<file path="config.mk">
export PLATFORM = sky130hd
export DESIGN_NAME = inv_solver
export DESIGN_NICKNAME = d
export VERILOG_FILES = /design/src/rtl/inv_solver_pkg.sv /design/src/rtl/inv_solver_mac.sv /design/src/rtl/inv_solver.sv
export SDC_FILE = /design/constraint.sdc
export NUM_CORES = 1
export LEC_CHECK = 0
export BUFFER_PORTS_ARGS = -buffer_cell sky130_fd_sc_hd__buf_2
export CAP_MARGIN = 20
export CORE_ASPECT_RATIO = 1.5
export CORE_MARGIN = 5
export CORE_UTILIZATION = 58
export CTS_CLUSTER_SIZE = 30
export DETAILED_ROUTE_END_ITERATION = 6
export PLACE_DENSITY = 0.78
export SETUP_SLACK_MARGIN = 0.02
export SLEW_MARGIN = 20
export SYNTH_ARGS = -nofsm -noshare
export SYNTH_HDL_FRONTEND = slang
export SYNTH_SLANG_ARGS = --single-unit
</file>
<file path="constraint.sdc">
create_clock -name clk -period 4.4 [get_ports clk]
set_input_delay 1.32 -clock clk [delete_from_list [all_inputs] [get_ports clk]]
set_output_delay 1.32 -clock clk [all_outputs]
set_load 0.02 [all_outputs]
</file>
<file path="src/rtl/inv_solver_pkg.sv">
// Shared types and widths for the 2x2 inverse-matrix / vector solver.
package inv_solver_pkg;

    localparam int MAT_W     = 14;  // Q4.10 inverse-matrix word
    localparam int VEC_W     = 4;   // signed integer vector element
    localparam int OUT_W     = 19;  // Q9.10 result word
    localparam int FRAC_W    = 10;
    localparam int PROD_W    = MAT_W + VEC_W;
    localparam int MAT_WORDS = 4;

    typedef enum logic [2:0] {
        IDLE,
        LOAD_M,
        WAIT_V,
        LOAD_V,
        CALC,
        OUT0,
        OUT1
    } state_t;

endpackage

</file>
<file path="src/rtl/inv_solver_mac.sv">
// Signed two-term dot product m0*v0 + m1*v1 at full precision (one matrix row).
module inv_solver_mac
    import inv_solver_pkg::*;
(
    input  logic signed [MAT_W-1:0] i_m0,
    input  logic signed [MAT_W-1:0] i_m1,
    input  logic signed [VEC_W-1:0] i_v0,
    input  logic signed [VEC_W-1:0] i_v1,
    output logic signed [OUT_W-1:0] o_dot
);

    logic signed [PROD_W-1:0] w_p0;
    logic signed [PROD_W-1:0] w_p1;

    // Sign-extend both operands to the product width so no bit is lost.
    assign w_p0  = PROD_W'(i_m0) * PROD_W'(i_v0);
    assign w_p1  = PROD_W'(i_m1) * PROD_W'(i_v1);
    assign o_dot = OUT_W'(w_p0) + OUT_W'(w_p1);

endmodule

</file>
<file path="src/rtl/inv_solver.sv">
// Solver top: loads inv(A) (4 words, or 1 word = singular) and v, emits x0 then x1.
// Define INV_SOLVER_KEEP_MAT_EN to retain the matrix for further vectors.
module inv_solver
    import inv_solver_pkg::*;
(
    input  logic             clk,
    input  logic             rst,
    input  logic             MAT_VALID,
    input  logic [MAT_W-1:0] MAT,
    input  logic             VEC_VALID,
    input  logic [VEC_W-1:0] VEC,
    output logic             OUT_VALID,
    output logic [OUT_W-1:0] OUT,
    output logic             SINGULAR
);

    state_t                  r_state;
    state_t                  w_next;
    logic signed [MAT_W-1:0] r_mat [MAT_WORDS];
    logic [2:0]              r_cnt;
    logic                    r_singular;
    logic signed [VEC_W-1:0] r_v0;
    logic signed [VEC_W-1:0] r_v1;
    logic signed [OUT_W-1:0] r_x0;
    logic signed [OUT_W-1:0] r_x1;
    logic signed [OUT_W-1:0] w_dot0;
    logic signed [OUT_W-1:0] w_dot1;
    logic                    w_mat_start;
    logic                    w_out_valid;
    logic                    w_singular;
    logic [OUT_W-1:0]        w_out;
    logic                    r_out_valid;
    logic                    r_singular_out;
    logic [OUT_W-1:0]        r_out;

`ifdef INV_SOLVER_KEEP_MAT_EN
    localparam state_t DONE_STATE = WAIT_V;
    assign w_mat_start = MAT_VALID && (r_state == IDLE || r_state == WAIT_V);
`else
    localparam state_t DONE_STATE = IDLE;
    assign w_mat_start = MAT_VALID && (r_state == IDLE);
`endif

    // NOTE: sequential state uses non-blocking assignments so every register samples pre-edge values.
    always_ff @(posedge clk) begin
        if (rst) r_state <= IDLE;
        else     r_state <= w_next;
    end

    // NOTE: every always_comb output gets a default first, so no path can infer a latch.
    always_comb begin
        w_next = r_state;
        case (r_state)
            IDLE:    if (w_mat_start) w_next = LOAD_M;
            LOAD_M:  if (!MAT_VALID)
                         w_next = (r_cnt == 3'd1 || r_cnt == 3'd4) ? WAIT_V : IDLE;
            WAIT_V:  if (w_mat_start)    w_next = LOAD_M;
                     else if (VEC_VALID) w_next = LOAD_V;
            LOAD_V:  w_next = CALC;
            CALC:    w_next = OUT0;
            OUT0:    w_next = r_singular ? DONE_STATE : OUT1;
            OUT1:    w_next = DONE_STATE;
            default: w_next = IDLE;
        endcase
    end

    always_comb begin
        w_out_valid = 1'b0;
        w_singular  = 1'b0;
        w_out       = '0;
        case (r_state)
            OUT0: begin
                w_out_valid = 1'b1;
                w_singular  = r_singular;
                if (!r_singular) w_out = r_x0;
            end
            OUT1: begin
                w_out_valid = 1'b1;
                w_out       = r_x1;
            end
            default: ;
        endcase
    end

    // Word counter and singular flag; a 2- or 3-word fall leaves the flag untouched.
    always_ff @(posedge clk) begin
        if (rst) begin
            r_cnt      <= '0;
            r_singular <= 1'b0;
        end else if (w_mat_start) begin
            r_cnt <= 3'd1;
        end else if (r_state == LOAD_M) begin
            if (MAT_VALID) begin
                if (r_cnt < 3'd4) r_cnt <= r_cnt + 3'd1;
            end else if (r_cnt == 3'd1) begin
                r_singular <= 1'b1;
            end else if (r_cnt == 3'd4) begin
                r_singular <= 1'b0;
            end
        end
    end

    // NOTE: datapath storage has no reset; it is always written before the FSM reads it.
    always_ff @(posedge clk) begin
        if (w_mat_start)
            r_mat[0] <= MAT;
        else if (r_state == LOAD_M && MAT_VALID && r_cnt < 3'd4)
            r_mat[r_cnt[1:0]] <= MAT;
        if (r_state == WAIT_V && w_next == LOAD_V) r_v0 <= VEC;
        if (r_state == LOAD_V) r_v1 <= VEC;
        if (r_state == CALC) begin
            r_x0 <= w_dot0;
            r_x1 <= w_dot1;
        end
    end

    always_ff @(posedge clk) begin
        if (rst) begin
            r_out_valid    <= 1'b0;
            r_singular_out <= 1'b0;
            r_out          <= '0;
        end else begin
            r_out_valid    <= w_out_valid;
            r_singular_out <= w_singular;
            r_out          <= w_out;
        end
    end

    inv_solver_mac u_row0 (
        .i_m0  (r_mat[0]),
        .i_m1  (r_mat[1]),
        .i_v0  (r_v0),
        .i_v1  (r_v1),
        .o_dot (w_dot0)
    );

    inv_solver_mac u_row1 (
        .i_m0  (r_mat[2]),
        .i_m1  (r_mat[3]),
        .i_v0  (r_v0),
        .i_v1  (r_v1),
        .o_dot (w_dot1)
    );

    assign OUT_VALID = r_out_valid;
    assign OUT       = r_out;
    assign SINGULAR  = r_singular_out;

endmodule
</file>
==> run_summary.xml <==
<?xml version="1.0" encoding="UTF-8"?>
<metrics>
  <group name="floorplanning">
    <metric name="fp-row-count" unit="">66</metric>
    <metric name="design.core.area" unit="mm2">0.0216</metric>
    <metric name="fp.dieW" unit="um">131</metric>
    <metric name="die_height" unit="um">191</metric>
    <metric name="die_area" unit="mm2">0.0249</metric>
    <metric name="effective_utilization_at_floorplan" unit="%">58.7</metric>
    <metric name="top_level_ports" unit="">43</metric>
  </group>
  <group name="synth">
    <metric name="largest_family_of_logic_cells_by_synthesized_area" unit="">adder cells</metric>
    <metric name="yosysWarningCount" unit="">0</metric>
    <metric name="ys_types" unit="">56</metric>
    <metric name="count_of_flip_flops_with_a_built_in_enable_after_synthesis" unit="">102</metric>
    <metric name="synth_xor_area_share" unit="%">3.26</metric>
    <metric name="proportion_of_synthesized_chip_area_in_sequential_cells" unit="%">28.7</metric>
    <metric name="synth_async_sr_flop_share" unit="%">0</metric>
    <metric name="synth_compound_gate_area_share" unit="%">6.59</metric>
    <metric name="postSynthAreaPerCell" unit="um2">10.5</metric>
    <metric name="synthSimpleGateAreaFrac" unit="%">15.2</metric>
    <metric name="mappedNetlistNets" unit="">1497</metric>
    <metric name="post_synth_instance_area" unit="mm2">0.0126</metric>
    <metric name="synth.largest_area_cell" unit="">fa_1</metric>
    <metric name="synth_ff_type" unit="">edfxtp_1</metric>
    <metric name="synthesis.instances" unit="">1204</metric>
    <metric name="synth.top_cells.by_area" unit="">fa_1 29%, edfxtp_1 24%, ha_1 8.8%</metric>
    <metric name="postSynthRegisterBits" unit="">130</metric>
    <metric name="post_synth_fa_ha_maj_area_fraction" unit="%">37.6</metric>
    <metric name="synth.mux.area_fraction" unit="%">0.524</metric>
    <metric name="synth.top_cell.area_share" unit="%">28.8</metric>
  </group>
  <group name="global_route">
    <metric name="gr-usage-all-layers" unit="%">23.7</metric>
    <metric name="via_count_of_the_first_global_routing_pass" unit="">9611</metric>
    <metric name="grt.met1_usage" unit="%">26.9</metric>
    <metric name="busiest_layer" unit="">met2</metric>
    <metric name="global_route.usage.met2" unit="%">45.1</metric>
    <metric name="globalRouteMet3Util" unit="%">2.58</metric>
    <metric name="largest_net_degree_at_the_start_of_global_routing" unit="">39</metric>
    <metric name="overflow" unit="">0</metric>
    <metric name="antenna_found_initial" unit="">0</metric>
    <metric name="first_pass_grt_wire_length" unit="um">45800</metric>
  </group>
  <group name="critical_path">
    <metric name="timing_worst_setup_path_type" unit="">reg -&gt; reg</metric>
    <metric name="setup.worst_path.end_class" unit="">flop</metric>
    <metric name="path_common_cell" unit="">fa_1</metric>
    <metric name="timing.critical_path.slowest_stage_cell" unit="">fa_1</metric>
    <metric name="crit-reg2reg-capture" unit="">r_x1[15]</metric>
    <metric name="crit_fanout" unit="">8</metric>
    <metric name="critPathRequiredTime" unit="ps">4580</metric>
    <metric name="arrival" unit="ps">4870</metric>
    <metric name="worst_path_largest_cell_delay" unit="ps">540</metric>
    <metric name="cp_cell_sequence" unit="">inv_2 -&gt; buf_6 -&gt; nor2_1 -&gt; fa_1 -&gt; fa_1 -&gt; fa_1 -&gt; inv_1 -&gt; fa_1 -&gt; inv_2 -&gt; ha_4 -&gt; buf_6 -&gt; nand4_1 -&gt; a21oi_2 -&gt; o41a_1 -&gt; o21ai_4 -&gt; a31oi_2 -&gt; xor2_1</metric>
    <metric name="r2r_slack" unit="ps">-290</metric>
    <metric name="timing.reg2reg.worst_path_depth" unit="">17</metric>
    <metric name="regToRegStartpoint" unit="">r_v0[3]</metric>
    <metric name="worst_setup_path_endpoint" unit="">r_x1[15]</metric>
    <metric name="critical_path.startpoint_type" unit="">flop</metric>
    <metric name="crit_path_launch" unit="">r_v0[3]</metric>
  </group>
  <group name="power_and_ir_drop">
    <metric name="leak" unit="nW">6.98</metric>
    <metric name="power.density_cell_area" unit="mW/mm2">343</metric>
    <metric name="max-vdd-ir-drop" unit="V">0.000274</metric>
  </group>
  <group name="clock_network">
    <metric name="cts_tree" unit="">built</metric>
    <metric name="cts_root_buf" unit="">clkbuf_16</metric>
    <metric name="clkTransAtPathRegs" unit="ps">70</metric>
    <metric name="clock_sinks" unit="">130</metric>
    <metric name="cts_inserted_buffers" unit="">17</metric>
    <metric name="clk_path_buf_depth" unit="">2</metric>
    <metric name="clk-insertion-delay-late" unit="ps">440</metric>
    <metric name="ctsHtreeMaxLevel" unit="">4</metric>
    <metric name="cts_hold_buf" unit="">0</metric>
  </group>
  <group name="cells_and_area">
    <metric name="postLayoutCellArea" unit="mm2">0.0155</metric>
    <metric name="multi_input_area" unit="mm2">0.00858</metric>
    <metric name="finalNetCount" unit="">1672</metric>
    <metric name="fillers" unit="">1406</metric>
    <metric name="area_growth_syn_to_layout" unit="%">22.4</metric>
    <metric name="insertedDiodeCount" unit="">0</metric>
    <metric name="drive_gt1_share" unit="%">23.5</metric>
    <metric name="sequential_standard_cell_area" unit="mm2">0.00362</metric>
  </group>
  <group name="job">
    <metric name="maxCapViolations" unit="">0</metric>
  </group>
  <group name="drt">
    <metric name="wl_per_cell" unit="um">17.5</metric>
    <metric name="drc" unit="">0</metric>
    <metric name="first_pass_iters" unit="">5</metric>
    <metric name="dr_total_vias" unit="">8968</metric>
    <metric name="drt_iter0_drc" unit="">496</metric>
    <metric name="drt_wl_total" unit="um">29100</metric>
    <metric name="route.antenna.remaining_nets" unit="">0</metric>
    <metric name="routed_via_density" unit="">5.39</metric>
  </group>
  <group name="timing">
    <metric name="tightestPinTransition" unit="ps">813</metric>
    <metric name="final_cycle_share" unit="%">107</metric>
    <metric name="maxClockFrequency" unit="MHz">213</metric>
    <metric name="period_minus_slack" unit="ps">4690</metric>
    <metric name="timing.clock.skew" unit="ps">11.3</metric>
    <metric name="timing.final.ws_setup" unit="ps">-290</metric>
    <metric name="setup_violations" unit="">16</metric>
    <metric name="max-slew-margin-rel" unit="%">45.7</metric>
    <metric name="grt_setup_unrepaired" unit="">yes</metric>
    <metric name="max_slew_violation_count" unit="">0</metric>
    <metric name="report.final.hold_viol_count" unit="">0</metric>
  </group>
  <group name="placement">
    <metric name="placed_cell_areas" unit="mm2">0.0141</metric>
    <metric name="hpwl" unit="um">22500</metric>
    <metric name="place_ws" unit="ps">-229</metric>
    <metric name="globalplace.congestion" unit="">0.906</metric>
    <metric name="port_buffers" unit="">42</metric>
  </group>
  <group name="min_path">
    <metric name="holdPathStages" unit="">2</metric>
    <metric name="hold_path_class" unit="">reg -&gt; reg</metric>
  </group>
  <group name="status">
    <metric name="run_status" unit="">finished, violations left</metric>
    <metric name="failed_checks" unit="">negative setup slack</metric>
  </group>
</metrics>
==> worst min-delay path by stage <==
stage            start  endpoint
2_1_floorplan  r_x0[0]    OUT[0]
3_3_place_gp   r_x0[5]    OUT[5]
3_5_place_dp   r_x0[3]    OUT[3]
4_1_cts        r_x0[3]    OUT[3]
5_1_grt        r_x0[2]    OUT[2]
6_report       r_x0[2]    OUT[2]
==> cells in the mapped netlist, types with 3 or more instances <==
| cell | instances |
|---|---|
| nand3_1 | 9 |
| nand2b_1 | 12 |
| nor3_2 | 3 |
| a211oi_1 | 6 |
| a21o_1 | 3 |
| nand2_1 | 46 |
| o211ai_1 | 6 |
| mux2_2 | 5 |
| fa_1 | 182 |
| o21ai_0 | 12 |
| or2_2 | 3 |
| o21ai_1 | 3 |
| clkbuf_1 | 25 |
| buf_2 | 4 |
| xnor2_1 | 30 |
| nor2b_1 | 26 |
| nand4_1 | 3 |
| dfxtp_1 | 28 |
| inv_1 | 245 |
| and3_1 | 5 |
| a21oi_1 | 41 |
| or3_1 | 3 |
| xor2_1 | 17 |
| o21a_1 | 3 |
| a31oi_1 | 4 |
| a211oi_2 | 3 |
| nor3_1 | 9 |
| and2_1 | 149 |
| ha_1 | 89 |
| a22oi_1 | 19 |
| nor2_1 | 78 |
| edfxtp_1 | 102 |
==> what timing repair did <==
item | CTS | global route
resized for setup | 34 | 85
pin swaps | 10 | 38
setup buffers | 5 | 14
gates cloned | 1 | 0
setup endpoints to repair | 19 | 21
==> cell usage in the layout (no fill, tap or decap), drive strengths merged, types with 2 or more instances in the layout <==
master / count
a22oi: 19
nand4: 3
o22ai: 3
and3: 5
inv: 255
ha: 89
o21bai: 2
nor2b: 26
a21o: 3
nor4b: 2
xnor2: 30
mux2: 5
nor3b: 2
or2: 5
clkinvlp: 3
a211oi: 9
clkbuf: 17
dfxtp: 28
o21ai: 16
o21a: 3
o211ai: 7
or3: 3
o311ai: 2
fa: 182
edfxtp: 102
nand2b: 12
a21oi: 43
nand2: 46
nor3: 12
a21boi: 2
buf: 185
and2: 149
xor2: 17
nor2: 78
nand3: 9
a31oi: 4
and4: 2
==> logic make-up after synthesis <==
kind of cell               Yosys count
buffers and inverters              274
adders and majority gates          271
DFF                                130
xor gates and xnor gates            47
AOI/OAI and AO/OA                  120
muxes                                6
and+or+nand+nor                    356
==> metal layers <==
| layer | vias up | wire [um] |
|---|---|---|
| met3 | 81 | 1120 |
| met2 | 249 | 16200 |
| met4 | 0 | 1030 |
| met1 | 4502 | 10700 |
| li1 | 4136 | - |
| met5 | - | 0 |
==> sequential cells by signal, summed over array words and instances (netlist names), 3 cells and up <==
signal,cells
r_x1,19
r_x0,19
r_state,3
r_v0,4
r_v1,4
r_cnt,3
r_mat,56
OUT,19
==> stage by stage <==
stage               util (%)  power [mW]  hold slack (ps)  setup TNS (ps)  std cells
floorplan                  -        2.70              459           -1120       1204
global placement        65.6        3.38              466            -622       1614
detailed placement      65.6        3.44              473           -2000       1614
CTS                     69.4        5.00              477           -1260       1651
global route            71.8        5.60              503           -5870       1664
finish                  71.8        5.30              477           -2160       1664
==> report_power, final <==
group | switching, mW | leakage [nW] | internal [mW]
Combinational | 1.24 | 5.55 | 1.18
Clock | 0.631 | 0.283 | 0.807
Sequential | 0.0236 | 1.15 | 1.43
==> final cells by class <==
type	instances	share of cell area, %
Clock buffer	17	2.75
Clock inverter	15	1.06
Inverter	245	5.94
Multi-Input combinational cell	800	55.5
Sequential cell	130	23.4
Tap cell	272	2.20
Timing Repair Buffer	185	9.18
==> worst max-delay path: cells and delay by family (launching register included) <==
family / cells / cell delay, ps
fa+ha+maj: 5 / 2250
compound gates: 4 / 940
xor+xnor: 1 / 150
flops: 1 / 410
buf+inv: 5 / 530
simple gates: 2 / 150
Note: power is estimated with default switching activity, not from simulation.
